[config.mk]
export PLATFORM = sky130hd
export DESIGN_NAME = alu_op_sequencer_flat
export DESIGN_NICKNAME = d
export VERILOG_FILES = /design/src/rtl/alu_op_sequencer_if.sv /design/src/rtl/alu_op_sequencer.sv /design/src/flat_wrapper.sv
export SDC_FILE = /design/constraint.sdc
export NUM_CORES = 1
export LEC_CHECK = 0
export BUFFER_PORTS_ARGS = -buffer_cell sky130_fd_sc_hd__buf_2
export CAP_MARGIN = 10
export CORE_MARGIN = 2
export CORE_UTILIZATION = 52
export CTS_CLUSTER_SIZE = 28
export DETAILED_ROUTE_END_ITERATION = 16
export GPL_TIMING_DRIVEN = 0
export HOLD_SLACK_MARGIN = 0.12
export PLACE_DENSITY = 0.83
export SYNTH_ARGS = -nofsm -noshare
export SYNTH_HDL_FRONTEND = slang
export SYNTH_SLANG_ARGS = --single-unit
[constraint.sdc]
create_clock -name tclk -period 3.7 [get_ports tclk]
set_clock_uncertainty 0.05 [all_clocks]
set_input_delay 0.37 -clock tclk [delete_from_list [all_inputs] [get_ports tclk]]
set_output_delay 0.37 -clock tclk [all_outputs]
set_load 0.1 [all_outputs]
[src/rtl/alu_op_sequencer_if.sv]
// Operand input and result output handshake bundle for alu_op_sequencer.
// The master side is the sequencer; the slave side is the surrounding datapath.
interface alu_op_sequencer_if #(
    parameter int N = 4
);
    logic         in_valid;
    logic         in_ready;
    logic [N-1:0] in_data;
    logic         out_valid;
    logic         out_ready;
    logic [N-1:0] out_data;
    logic [3:0]   out_flags;

    modport master (
        input  in_valid, in_data, out_ready,
        output in_ready, out_valid, out_data, out_flags
    );

    modport slave (
        output in_valid, in_data, out_ready,
        input  in_ready, out_valid, out_data, out_flags
    );
endinterface

[src/rtl/alu_op_sequencer.sv]
// Sequencer around a combinational N-bit ALU: loads operands A then B over a
// valid/ready bus (or reuses the last result as A in chain mode), lets the ALU
// settle for one cycle, and holds the registered result and {v,c,n,z} flags
// on a valid/ready output until the consumer takes them.
module alu_op_sequencer #(
    parameter int N = 4
) (
    input  logic                 tclk,
    input  logic                 reset,
    input  logic                 start,
    input  logic [3:0]           op,
    input  logic                 chain,
    alu_op_sequencer_if.master   bus,
    output logic [N-1:0]         alu_a,
    output logic [N-1:0]         alu_b,
    output logic [3:0]           alu_control,
    input  logic [N-1:0]         alu_result,
    input  logic                 alu_v,
    input  logic                 alu_c,
    input  logic                 alu_n,
    input  logic                 alu_z,
    output logic                 busy,
    output logic [7:0]           op_count
);

    typedef enum logic [2:0] {
        IDLE   = 3'd0,
        LOAD_A = 3'd1,
        LOAD_B = 3'd2,
        EXEC   = 3'd3,
        DONE   = 3'd4
    } state_t;

    state_t       state_q;
    state_t       state_d;

    logic         accept_start;
    logic         use_acc;
    logic         load_a;
    logic         load_b;
    logic         capture;

    logic [N-1:0] a_q;
    logic [N-1:0] b_q;
    logic [3:0]   op_q;
    logic [N-1:0] acc_q;
    logic         acc_valid_q;
    logic [N-1:0] out_data_q;
    logic [3:0]   out_flags_q;
    logic [7:0]   op_count_q;

    // State register; reset abandons any operation in flight.
    always_ff @(posedge tclk or posedge reset) begin
        if (reset) begin
            state_q <= IDLE;
        end else begin
            state_q <= state_d;
        end
    end

    // Next-state decode plus the load/capture strobes for the datapath registers.
    always_comb begin
        state_d      = state_q;
        accept_start = 1'b0;
        use_acc      = 1'b0;
        load_a       = 1'b0;
        load_b       = 1'b0;
        capture      = 1'b0;
        case (state_q)
            IDLE: begin
                if (start) begin
                    accept_start = 1'b1;
                    // Chain without a previous result falls back to a normal load.
                    if (chain && acc_valid_q) begin
                        use_acc = 1'b1;
                        state_d = LOAD_B;
                    end else begin
                        state_d = LOAD_A;
                    end
                end
            end
            LOAD_A: begin
                if (bus.in_valid) begin
                    load_a  = 1'b1;
                    state_d = LOAD_B;
                end
            end
            LOAD_B: begin
                if (bus.in_valid) begin
                    load_b  = 1'b1;
                    state_d = EXEC;
                end
            end
            EXEC: begin
                capture = 1'b1;
                state_d = DONE;
            end
            DONE: begin
                // A start arriving with out_ready is dropped; only IDLE accepts it.
                if (bus.out_ready) begin
                    state_d = IDLE;
                end
            end
            default: begin
                state_d = IDLE;
            end
        endcase
    end

    // Operand and opcode registers feeding the ALU; stable from load through DONE.
    always_ff @(posedge tclk or posedge reset) begin
        if (reset) begin
            a_q  <= '0;
            b_q  <= '0;
            op_q <= '0;
        end else begin
            if (accept_start) begin
                op_q <= op;
            end
            if (use_acc) begin
                a_q <= acc_q;
            end else if (load_a) begin
                a_q <= bus.in_data;
            end
            if (load_b) begin
                b_q <= bus.in_data;
            end
        end
    end

    // Result, flags, accumulator and completion counter captured at the end of EXEC.
    always_ff @(posedge tclk or posedge reset) begin
        if (reset) begin
            out_data_q  <= '0;
            out_flags_q <= '0;
            acc_q       <= '0;
            acc_valid_q <= 1'b0;
            op_count_q  <= '0;
        end else if (capture) begin
            out_data_q  <= alu_result;
            out_flags_q <= {alu_v, alu_c, alu_n, alu_z};
            acc_q       <= alu_result;
            acc_valid_q <= 1'b1;
            op_count_q  <= op_count_q + 8'd1;
        end
    end

    assign alu_a         = a_q;
    assign alu_b         = b_q;
    assign alu_control   = op_q;

    assign bus.in_ready  = (state_q == LOAD_A) || (state_q == LOAD_B);
    assign bus.out_valid = (state_q == DONE);
    assign bus.out_data  = out_data_q;
    assign bus.out_flags = out_flags_q;

    assign busy          = (state_q != IDLE);
    assign op_count      = op_count_q;

endmodule

[src/flat_wrapper.sv]
// flat-port wrapper written by rule: the top's interface ports become plain ports
module alu_op_sequencer_flat 
#(
    parameter int N = 4
)
  (tclk, reset, start, op, chain, alu_a, alu_b, alu_control, alu_result, alu_v, alu_c, alu_n, alu_z, busy, op_count, bus_in_valid, bus_in_data, bus_out_ready, bus_in_ready, bus_out_valid, bus_out_data, bus_out_flags);
  alu_op_sequencer_if #(.N(N)) bus_i ();
  input  logic tclk;
  input  logic reset;
  input  logic start;
  input  logic [3:0] op;
  input  logic chain;
  output logic [N-1:0] alu_a;
  output logic [N-1:0] alu_b;
  output logic [3:0] alu_control;
  input  logic [N-1:0] alu_result;
  input  logic alu_v;
  input  logic alu_c;
  input  logic alu_n;
  input  logic alu_z;
  output logic busy;
  output logic [7:0] op_count;
  input wire logic [$bits(bus_i.in_valid)-1:0] bus_in_valid;
  input wire logic [$bits(bus_i.in_data)-1:0] bus_in_data;
  input wire logic [$bits(bus_i.out_ready)-1:0] bus_out_ready;
  output wire logic [$bits(bus_i.in_ready)-1:0] bus_in_ready;
  output wire logic [$bits(bus_i.out_valid)-1:0] bus_out_valid;
  output wire logic [$bits(bus_i.out_data)-1:0] bus_out_data;
  output wire logic [$bits(bus_i.out_flags)-1:0] bus_out_flags;
  assign bus_i.in_valid = bus_in_valid;
  assign bus_i.in_data = bus_in_data;
  assign bus_i.out_ready = bus_out_ready;
  assign bus_in_ready = bus_i.in_ready;
  assign bus_out_valid = bus_i.out_valid;
  assign bus_out_data = bus_i.out_data;
  assign bus_out_flags = bus_i.out_flags;
  alu_op_sequencer #(.N(N)) u_core (.tclk(tclk), .reset(reset), .start(start), .op(op), .chain(chain), .bus(bus_i), .alu_a(alu_a), .alu_b(alu_b), .alu_control(alu_control), .alu_result(alu_result), .alu_v(alu_v), .alu_c(alu_c), .alu_n(alu_n), .alu_z(alu_z), .busy(busy), .op_count(op_count));
endmodule
; ---- Word level (Yosys, flattened, before mapping)
; Cells that the tools add are included.
[op_classes]
add_sub_neg = 1
mul = 0
n_div = 0
n_lt_le_gt_ge = 0
n_eq_ne = 8
n_shift = 0
n_mux = 17
n_bitwise = 0
n_reduce_logical = 6
[op_table]
columns = cell, count
row1 = $pmux W3 S5, 1
row2 = $mux W3, 4
row3 = $mux W1, 9
row4 = $add A8 B1 Y8 const B, 1
row5 = $mux W4, 2
row6 = $ne A2 B2 Y1 const B, 4
row7 = $eq A3 B2 Y1 const B, 2
row8 = $reduce_and A4 Y1, 1
row9 = $eq A3 B1 Y1 const B, 1
row10 = $eq A3 B3 Y1 const B, 1
row11 = $logic_not A3 Y1, 1
row12 = $reduce_bool A3 Y1, 1
row13 = $mux W2, 1
row14 = $reduce_bool A2 Y1, 1
row15 = $logic_and A1 B1 Y1, 1
row16 = $logic_or A1 B1 Y1, 1
[totals]
regBits = 32
latch_bits = 0
ram_bits = 0
rom_bits = 0
in_bits = 22
out_inout_bits = 31
word_cells = 40
n_memories = 0

; ---- Depth between registers and ports, before layout
; Gate-level depths: netlist of the first run.
[depth]
ltp_word = 5
mapped_depth = 5
depth_no_buf = 3

; ---- Worst setup path after synthesis of the first run
; OpenSTA, ideal clock, no wires.
[synth_path]
kind = flip-flop to output port
from = reg u_core.state_q[0]
to = out bus_out_valid
t_arrival_ns = 2.862
t_required_ns = 3.280
path_slack_ns = 0.418
path_stages_with_launch = 3
n_path_buf = 1
path_cell_list = dfrtp_1 -> buf_4 -> nor3b_1
[synth_via]
elab_chain_len = 1
[synth_rtl]
columns = item, line_no
row1 = from (decl), alu_op_sequencer.sv:34  ; state_t state_q;
row2 = from (signal assigned), alu_op_sequencer.sv:57  ; state_q <= state_d;
row3 = $eq A3 B3 Y1, alu_op_sequencer.sv:153  ; assign bus.out_valid = (state_q == DONE);
row4 = to (decl), flat_wrapper.sv:27  ; output wire logic [$bits(bus_i.out_valid)-1:0] bus_out_valid;
; Every way passes these cells.

; ---- Final worst setup path of the first run
[layout_path]
from = reg u_core.state_q[0]
to = out bus_in_ready
[layout_via]
elab_chain_len = 2
elab_cells_between_ends = 3
classes_between = eq/ne (2) / reduce/logical (1)
[layout_rtl]
columns = item, line_no
row1 = $eq A3 B1 Y1 or $eq A3 B2 Y1 (tied branches), alu_op_sequencer.sv:152  ; assign bus.in_ready = (state_q == LOAD_A) || (state_q == LOAD_B);
row2 = $logic_or A1 B1 Y1 *, alu_op_sequencer.sv:152
row3 = to (decl), flat_wrapper.sv:26  ; output wire logic [$bits(bus_i.in_ready)-1:0] bus_in_ready;
; Mark *: on every way between the ends. The rest lies on a longest branch, timed or not.

==> results of run 1 <==
==> cell families (layout without fill, tap and decap cells) <==
| group | count (synthesis) | after routing | share of synthesized area |
|---|---|---|---|
| fa+ha+maj | 1 | 1 | 0.008395 |
| buf+inv | 7 | 68 | 0.02770 |
| compound gates | 4 | 4 | 0.02603 |
| flops | 32 | 32 | 0.5374 |
| mux | 18 | 18 | 0.1352 |
| xor+xnor | 8 | 8 | 0.04702 |
| simple gates | 53 | 53 | 0.2183 |
==> metal layers <==
metal	vias up	track usage	wire (um)	share of wire
met5	-	0	0	0
met4	0	0.07973	36	0.012
met3	5	0.05896	190	0.063
met2	39	0.3409	1488	0.50
met1	546	0.2725	1289	0.43
li1	542	-	-	-
==> state kept, by name, summed over array words and instances (netlist names) <==
register and count:
u_core.bus.out_flags 4, u_core.alu_control 4, u_core.alu_b 4, u_core.state_q 3
u_core.op_count 8, u_core.acc_valid_q 1, u_core.alu_a 4, u_core.acc_q 4
==> through the flow <==
stage	cell area [um2]	utilization	setup WS [ps]
after global routing	1892	0.6920	1456
after CTS	1854	0.6783	1571
after floorplan	1490	-	418.5
after detailed placement	1789	0.6545	1933
after global placement	1789	0.6545	1979
final	1892	0.6920	1584
==> final timing paths <==
path	from	end	slack (ps)
min in group asynchronous	reset	u_core.bus.out_flags[0]	560
worst min register to register	u_core.op_count[7]	u_core.op_count[7]	420
worst max-delay path	u_core.state_q[0]	bus_in_ready	1580
worst max register to register	u_core.state_q[1]	u_core.state_q[0]	1980
max in group asynchronous	reset	u_core.state_q[0]	2570
worst min-delay path	alu_n	u_core.bus.out_flags[1]	180
==> critical path, cell delays in order (launching register included) <==
cell and delay, ps:
dfrtp_1 550, buf_4 240, xnor2_1 70, nor2_1 80, buf_2 430
==> layout by cell type, fill, tap and decap left out, drive strengths merged, types with 2 or more instances in the layout <==
master	synthesis	routed
nor3	3	3
nand4	3	3
nand3	2	2
nand2	29	29
mux2	17	17
inv	2	2
a31o	2	2
nand2b	2	2
buf	5	58
clkbuf	0	7
xnor2	5	5
xor2	3	3
dfrtp	32	32
nor4b	4	4
nor2	3	3
==> layout make-up <==
| class | count | area [um2] | share of cell area |
|---|---|---|---|
| clock buffer | 7 | 65.06 | 0.03439 |
| sequential | 32 | 800.8 | 0.4233 |
| multi-input combinational | 84 | 648.1 | 0.3426 |
| timing repair buffer | 54 | 297.8 | 0.1574 |
| buffer | 5 | 33.78 | 0.01786 |
| inverter | 2 | 7.507 | 0.003968 |
| tap | 31 | 38.79 | 0.02050 |
==> repair_timing <==
| item | in CTS | in global routing |
|---|---|---|
| hold endpoints to repair | 0 | 11 |
| endpoints found under the setup margin | 0 | 0 |
| hold buffers | 0 | 1 |
| setup buffers | 0 | 0 |
==> key figures, run 1 <==
Synthesis
  – Yosys warning count: 0
  – Mean Syn Cell Area: between 10 and 15 um2
  – Number of synthesized flops with an enable pin: 0
  – Flops & latches, synth: 32
  – Syn_nets: approximately 150
  – Biggest area consumer among synthesized cells: dfrtp_1
  – Async SR Flop Fraction: 1.000
  – Most frequent cell after synthesis: dfrtp_1
  – Synth area leaders: dfrtp_1 54%, nand2_1 7.3%, mux2_1 6.8%
  – Ys flop type: dfrtp_1
  – Cells after Synth: roughly 120
  – Synth top area share: 0.5374
  – Synth Cell Area: ~1500 um2
  – Library cells used by synthesis: 33
  – Sequential area share after synthesis: 0.5374
  – Most frequent cells after synthesis: 32 x dfrtp_1, 29 x nand2_1, 9 x mux2_1

Placed design
  – RePlAce Congestion: just under 0.8
  – Cells after DPL: about 210
  – Post-DP HPWL: 2.231 mm
  – Port Buffers: 52

Clock network
  – Post-CTS sizing: 0
  – CTS tree: done
  – Clock Latency Late Sink: about 320 ps
  – H-tree depth: 2
  – Num CTS Buffers: 5
  – CTS Buffer Depth: 2
  – CTS Sinks: 32
  – Root Buffer: clkbuf_4
  – Clock slew seen by the registers of the worst setup and hold paths: 90 ps

STA
  – RSZ-0062 raised after global routing: false
  – Hold Slack: about 180 ps
  – Slew at the pin closest to its max-slew limit: about 540 ps
  – Achievable frequency: around 470 MHz
  – Setup tns final: 0 ps
  – Max transition margin: 0.6346
  – Fin. Hold Viols: 0
  – Final worst path period need: between 2000 and 2500 ps
  – Fin crit share: 0.5719
  – Final Setup Violations: 0
  – Pins Over Slew Limit: 0

Routing
  – Drt drc: 0
  – Pre-Repair DR Iteration Count: 4
  – Remaining antenna violation count: 0
  – 1st-iter DRT viols: 19
  – Routed via count: roughly 1100
  – Vias/cell: around 5.3
  – Routed WL: roughly 3 mm
  – Routed WL per cell: roughly 14 um

GRT
  – GRT Overall Usage: 0.2116
  – Global-route wire length before repair: between 5 and 6 mm
  – Grt ovf: 0
  – Largest net degree at the start of global routing: 33
  – Vias in the first global route: 1193
  – Initial antenna violation count: 0

Setup path
  – Crit Path Class: flop to output pin
  – Crit path DAT: between 1500 and 2000 ps
  – Worst setup SP type: flop
  – Critical path peak fanout: 10
  – Worst EP required: between 3000 and 4000 ps
  – CP Capture Type: output pin
  – Worst reg2reg path depth: 4

Die
  – Core Rows: 19
  – Die area: roughly 3300 um2
  – Ports: between 50 and 60
  – Initial Utilization: 0.5451
  – DIE HEIGHT: 57.53 um
  – Core Footprint: between 2000 and 3000 um2
  – Die X: 57.53 um

Layout
  – Filler Cells Inserted: roughly 220
  – N_diodes: 0
  – Area delta synth->final: 26.95%
  – Layout Cells excl Fill: 215
  – Share of layout cells above drive strength 1: 0.4620
  – Nets: 207

Min path
  – Hold Path Class: input port to flop
  – Hold Path Stages: 3

Run status
  – Status: complete, no violations

Job
  – Number of max-cap violations: 0
Power of run 1 is left out: the tool's default activity adds up to more than one toggle a clock period on the data nets, which glitch-free logic cannot reach.
==> run 2, diff against run 1 <==
CORE_UTILIZATION = 49   (was 52)
PLACE_DENSITY = 0.79   (was 0.83)
clock period = 2.05 ns   (was 3.7 ns; I/O delays follow)
==> run 2 against run 1 <==
  * Register-to-register slack got worse by 1600 ps
  * Worst setup slack got worse by 1500 ps
  * Final cell count rose by 8.8%
  * Critical path depth did not move
  * Routed wire length rose by 11%
  * Die area rose by 5.7%
  * Sequential cell count did not move
  * Via count rose by 5.9%
  * Design area rose by 9.7%
  * Sequential share of layout area fell by 3.8 points
  * First-iteration DRC count rose by 84%
==> key figures, run 2 (synthesis gave the netlist of run 1 again) <==
Clock network
  – CTS tree: done (unchanged)
  – CTS Sinks: 32 (unchanged)
  – CTS Buffer Depth: 2 (unchanged)
  – Clock Latency Late Sink: 340 ps (was 320 ps)
  – Clock slew seen by the registers of the worst setup and hold paths: 100 ps (was 90 ps)
  – H-tree depth: 2 (unchanged)
  – Root Buffer: clkbuf_4 (unchanged)
  – Num CTS Buffers: 5 (unchanged)

GRT
  – Largest net degree at the start of global routing: 33 (unchanged)
  – Grt ovf: 0 (unchanged)
  – Global-route wire length before repair: 5.485 mm (was 5.306 mm)
  – GRT Overall Usage: 0.2118 (was 0.2116)
  – M1 GR Usage: 0.2518 (was 0.2725)
  – GR peak layer: met2 (unchanged)
  – Vias in the first global route: 1202 (was 1193)
  – Initial antenna violation count: 0 (unchanged)
  – Routing usage on met3: 0.07424 (was 0.05896)
  – GR Util met2: 0.3651 (was 0.3409)

Layout
  – Nets: 223 (was 207)
  – Share of layout cells above drive strength 1: 0.4328 (was 0.4620)
  – Max reg flops: 8 (unchanged)
  – Most common cell after layout, fill and taps aside: buf_2 (unchanged)
  – Reg area: 800.8 um2 (unchanged)
  – Area delta synth->final: 39.29% (was 26.95%)
  – N_diodes: 0 (unchanged)
  – Finished Core Util: 0.6971 (was 0.6920)
  – Multi-input logic area: 655.6 um2 (was 648.1 um2)
  – Most frequent cells in the layout: 54 x buf_2, 32 x dfrtp_1, 29 x nand2_1 (was 55 x buf_2, 32 x dfrtp_1, 29 x nand2_1)
  – Filler Cells Inserted: 210 (was 219)

Die
  – Initial Utilization: 0.5004 (was 0.5451)
  – Die X: 59.15 um (was 57.53 um)
  – Core Footprint: 2978 um2 (was 2734 um2)
  – Core Rows: 20 (was 19)
  – DIE HEIGHT: 59.15 um (was 57.53 um)
  – Ports: 53 (unchanged)
  – Die area: 3498 um2 (was 3310 um2)

Run status
  – Status: complete, no violations (unchanged)

Routing
  – Remaining antenna violation count: 0 (unchanged)
  – 1st-iter DRT viols: 35 (was 19)
  – Vias/cell: 5.124 (was 5.265)
  – Routed WL per cell: 14.22 um (was 13.98 um)
  – Routed via count: 1199 (was 1132)
  – Pre-Repair DR Iteration Count: 4 (unchanged)
  – Routed WL: 3.327 mm (was 3.005 mm)
  – Drt drc: 0 (unchanged)

Min path
  – Hold Path Class: input port to flop (unchanged)
  – Hold_sp: bus_out_ready (was alu_n)
  – Hold Path Stages: 3 (unchanged)
  – Min-Delay Endpoint: u_core.state_q[2] (was u_core.bus.out_flags[1])

Setup path
  – Worst setup SP type: flop (unchanged)
  – Crit Path Class: flop to output pin (unchanged)
  – Worst EP required: 1790 ps (was 3280 ps)
  – Worst Path Buf+Inv: 2 (unchanged)
  – Worst r2r dst: u_core.state_q[0] (unchanged)
  – Crit path DAT: 1710 ps (was 1700 ps)
  – Worst reg2reg path depth: 4 (unchanged)
  – Flop-to-flop setup slack: 350 ps (was 1980 ps)
  – R2R Path Start: u_core.state_q[1] (unchanged)
  – Slowest stage cell, crit path: dfrtp_1 (unchanged)
  – Largest stage delay, worst path: 540 ps (was 550 ps)
  – CP Capture Type: output pin (unchanged)
  – Worst setup startpoint: u_core.state_q[0] (unchanged)
  – CP Cell Sequence: buf_4, xnor2_1, nor2_2, buf_2 (was buf_4, xnor2_1, nor2_1, buf_2)
  – Critical path peak fanout: 10 (unchanged)
  – Cell family with most CP delay: buffers and inverters (unchanged)

STA
  – RSZ-0062 raised after global routing: false (unchanged)
  – Final worst path period need: about 2000 ps
  – Final Setup Violations: 0 (unchanged)
  – Max transition margin: 0.6415 (was 0.6346)
  – Achievable frequency: 509.2 MHz
  – Fin. Hold Viols: 0 (unchanged)
  – Pins Over Slew Limit: 0 (unchanged)
  – Slew at the pin closest to its max-slew limit: 530.3 ps (was 540.5 ps)
  – Fin crit share: 0.9580
  – Final WS setup: 86.07 ps (was 1584 ps)

Job
  – Number of max-cap violations: 0 (unchanged)

Placed design
  – Post-DP HPWL: 2.175 mm (was 2.231 mm)
  – Port Buffers: 52 (unchanged)
  – Dpl ws: 375.1 ps (was 1933 ps)
  – RePlAce Congestion: 0.8350 (was 0.7862)
## run 2: changes by cell type in the layout (fill, tap and decap cells not counted), sizes merged
cell         change
buf              -1
bufinv           +1
clkinv           +1
dlygate4sd3     +16
## run 2: final cells by class
cell class,count,area share
buffer,5,0.01627
clock buffer,6,0.01989
clock inverter,2,0.01688
inverter,2,0.003617
multi-input combinational,84,0.3159
sequential,32,0.3858
tap,33,0.01989
timing repair buffer,70,0.2218
## run 2: repair_timing
action                                  4_1_cts  5_1_grt
endpoints found under the setup margin        0        1
hold buffers                                 16        1
setup buffers                                 0        0
resized for setup                             0        1
endpoints found under the hold margin        16       10
## run 2: worst max path at each step
| stage | slack [ps] | to | cells past startpoint |
|---|---|---|---|
| 6_report | 90 | bus_in_ready | 4 |
| 5_1_grt | 20 | bus_in_ready | 4 |
| 4_1_cts | 70 | bus_out_valid | 3 |
| 3_5_place_dp | 380 | u_core.state_q[0] | 4 |
| 3_3_place_gp | 370 | u_core.state_q[0] | 4 |
| 2_1_floorplan | -70 | bus_out_valid | 2 |
## run 2: metal layers
| layer | part of all wire | wire length [um] |
|---|---|---|
| met3 | 0.044 | 147 |
| met4 | 0.0081 | 27 |
| met5 | 0 | 0 |
| met1 | 0.40 | 1324 |
| met2 | 0.55 | 1827 |
## run 2: tightest hold or removal path, stage by stage
cell	delay (ps)
buf_2	80
nor4b_1	60
or2_1	210
## run 2: stage by stage
stage	hold slack (ps)	instance area [um2]	cells	setup TNS [ps]
detailed placement	350.1	1799	208	0
global route	214.6	2076	234	0
floorplan	260.4	1498	123	-74.38
CTS	146.9	2036	232	0
global placement	345.6	1799	208	0
finish	207.7	2076	234	0
Power of run 2 is left out for the same reason.
==> run 3, diff against run 2 <==
CORE_UTILIZATION = 40   (was 49)
PLACE_DENSITY = 0.66   (was 0.79)
==> run 3 against run 2 <==
  * Via count decreased by 0.17%
  * Sequential cell count unchanged
  * Clock-buffer cell count is the same
  * Global-route usage down 4.8 points
  * Routed wire length down 4.5%
  * Largest cell class unchanged
  * Highest routed layer unchanged
==> key figures, run 3 (synthesis gave the netlist of run 1 again) <==
Run status
  – Status: complete, no violations (unchanged)

Clock network
  – CTS Sinks: 32 (unchanged)
  – CTS tree: done (unchanged)
  – Clock slew seen by the registers of the worst setup and hold paths: 70 ps (was 100 ps)
  – Root Buffer: clkbuf_8 (was clkbuf_4)
  – Clock Latency Late Sink: 280 ps (was 340 ps)
  – H-tree depth: 2 (unchanged)
  – Post-CTS setup buffers: 0 (unchanged)
  – Num CTS Buffers: 5 (unchanged)
  – CTS Buffer Depth: 2 (unchanged)

Routing
  – Drt drc: 0 (unchanged)
  – Routed WL: 3.176 mm (was 3.327 mm)
  – Pre-Repair DR Iteration Count: 4 (unchanged)
  – Routed via count: 1197 (was 1199)
  – Routed WL per cell: 12.76 um (was 14.22 um)
  – Remaining antenna violation count: 0 (unchanged)
  – Vias/cell: 4.807 (was 5.124)
  – 1st-iter DRT viols: 43 (was 35)

Layout
  – Most frequent cells in the layout: 55 x buf_2, 32 x dfrtp_1, 29 x nand2_1 (was 54 x buf_2, 32 x dfrtp_1, 29 x nand2_1)
  – Filler Cells Inserted: 332 (was 210)
  – Area delta synth->final: 42.49% (was 39.29%)
  – Max reg flops: 8 (unchanged)
  – Nets: 223 (unchanged)
  – Layout Cells excl Fill: 249 (was 234)
  – N_diodes: 0 (unchanged)
  – Most common cell after layout, fill and taps aside: buf_2 (unchanged)
  – Share of layout cells above drive strength 1: 0.4328 (unchanged)

Die
  – Die area: 4230 um2 (was 3498 um2)
  – Core Footprint: 3633 um2 (was 2978 um2)
  – Die X: 65.04 um (was 59.15 um)
  – Core Rows: 22 (was 20)
  – Ports: 53 (unchanged)
  – DIE HEIGHT: 65.04 um (was 59.15 um)
  – Initial Utilization: 0.4101 (was 0.5004)

STA
  – Final worst path period need: 1922 ps (was 1964 ps)
  – Final Setup Violations: 0 (unchanged)
  – Fin crit share: 0.9375 (was 0.9580)
  – RSZ-0062 raised after global routing: false (unchanged)
  – Hold Slack: 258.0 ps (was 207.7 ps)
  – Max transition margin: 0.6019 (was 0.6415)
  – Pins Over Slew Limit: 0 (unchanged)
  – Setup tns final: 0 ps (unchanged)
  – Fin. Hold Viols: 0 (unchanged)
  – Achievable frequency: 520.3 MHz (was 509.2 MHz)
  – Slew at the pin closest to its max-slew limit: 593.5 ps (was 530.3 ps)

Setup path
  – Worst EP required: 1790 ps (about the same)
  – Crit Path Class: flop to output pin (unchanged)
  – Critical path peak fanout: 10 (unchanged)
  – CP Cell Sequence: buf_4, xnor2_1, nor2_2, buf_2 (unchanged)
  – Worst setup SP type: flop (unchanged)
  – CP Capture Type: output pin (unchanged)
  – Crit path DAT: 1670 ps (was 1710 ps)
  – Largest stage delay, worst path: 530 ps (was 540 ps)
  – Slowest stage cell, crit path: dfrtp_1 (unchanged)

GRT
  – Initial antenna violation count: 0 (unchanged)
  – Global-route wire length before repair: 5.209 mm (was 5.485 mm)
  – Vias in the first global route: 1199 (was 1202)
  – Grt ovf: 0 (unchanged)
  – GRT Overall Usage: 0.1635 (was 0.2118)
  – Largest net degree at the start of global routing: 33 (unchanged)

Placed design
  – Port Buffers: 52 (unchanged)
  – Cells after DPL: 223 (was 208)
  – RePlAce Congestion: 0.7851 (was 0.8350)
  – Post-DP HPWL: 2.222 mm (was 2.175 mm)

Job
  – Number of max-cap violations: 0 (unchanged)

Min path
  – Hold Path Class: input port to flop (unchanged)
[run 3: cell types whose count changed in the layout (fill, tap and decap cells not counted), sizes merged]
cell	before	now
buf	57	58
clkbuf	7	6
clkinv	1	2
inv	2	1
[run 3: final timing paths]
kind / slack, ps / start / cells after the start / to
worst min-delay path: 260 / bus_out_ready / 3 / u_core.state_q[2]
worst min register to register: 430 / u_core.bus.out_flags[3] / 2 / u_core.bus.out_flags[3]
worst max register to register: 390 / u_core.state_q[1] / 4 / u_core.alu_a[3]
max in group asynchronous: 1100 / reset / 4 / u_core.alu_control[2]
min in group asynchronous: 410 / reset / 3 / u_core.op_count[0]
worst max-delay path: 130 / u_core.state_q[0] / 4 / bus_in_ready
[run 3: cell type report]
cell class,instances,area (um2),area share
buffer,5,33.78,0.01591
tap,48,60.06,0.02829
timing repair buffer,70,457.9,0.2157
multi-input combinational,84,655.6,0.3088
clock inverter,2,35.03,0.01650
clock buffer,6,72.57,0.03418
sequential,32,800.8,0.3771
inverter,2,7.507,0.003536
[run 3: metrics by stage]
stage          instance area, um2  utilization  setup WS [ps]
3_3_place_gp                 1818       0.5003          401.7
6_report                     2123       0.5844          128.1
3_5_place_dp                 1818       0.5003          397.2
4_1_cts                      2086       0.5740          123.5
5_1_grt                      2123       0.5844          41.36
2_1_floorplan                1498            -         -74.38
[run 3: critical path, delay by kind of cell (launching register included)]
| family | cells | cell delay, ps |
|---|---|---|
| buffers and inverters | 2 | 680 |
| DFF | 1 | 530 |
| xor gates and xnor gates | 1 | 90 |
| and+or+nand+nor | 1 | 90 |
[run 3: repair_timing]
item                                   CTS  global route
endpoints found under the hold margin   16            14
resized for setup                        0             0
hold buffers                            16             1
[run 3: layer usage]
layer  vias up  wire (um)  track usage
met3         5        241      0.06076
met4         0         39      0.04427
met5         -          0            0
li1        577          -            -
met2        49       1525       0.2758
met1       566       1370       0.1966
Power of run 3 is left out for the same reason.
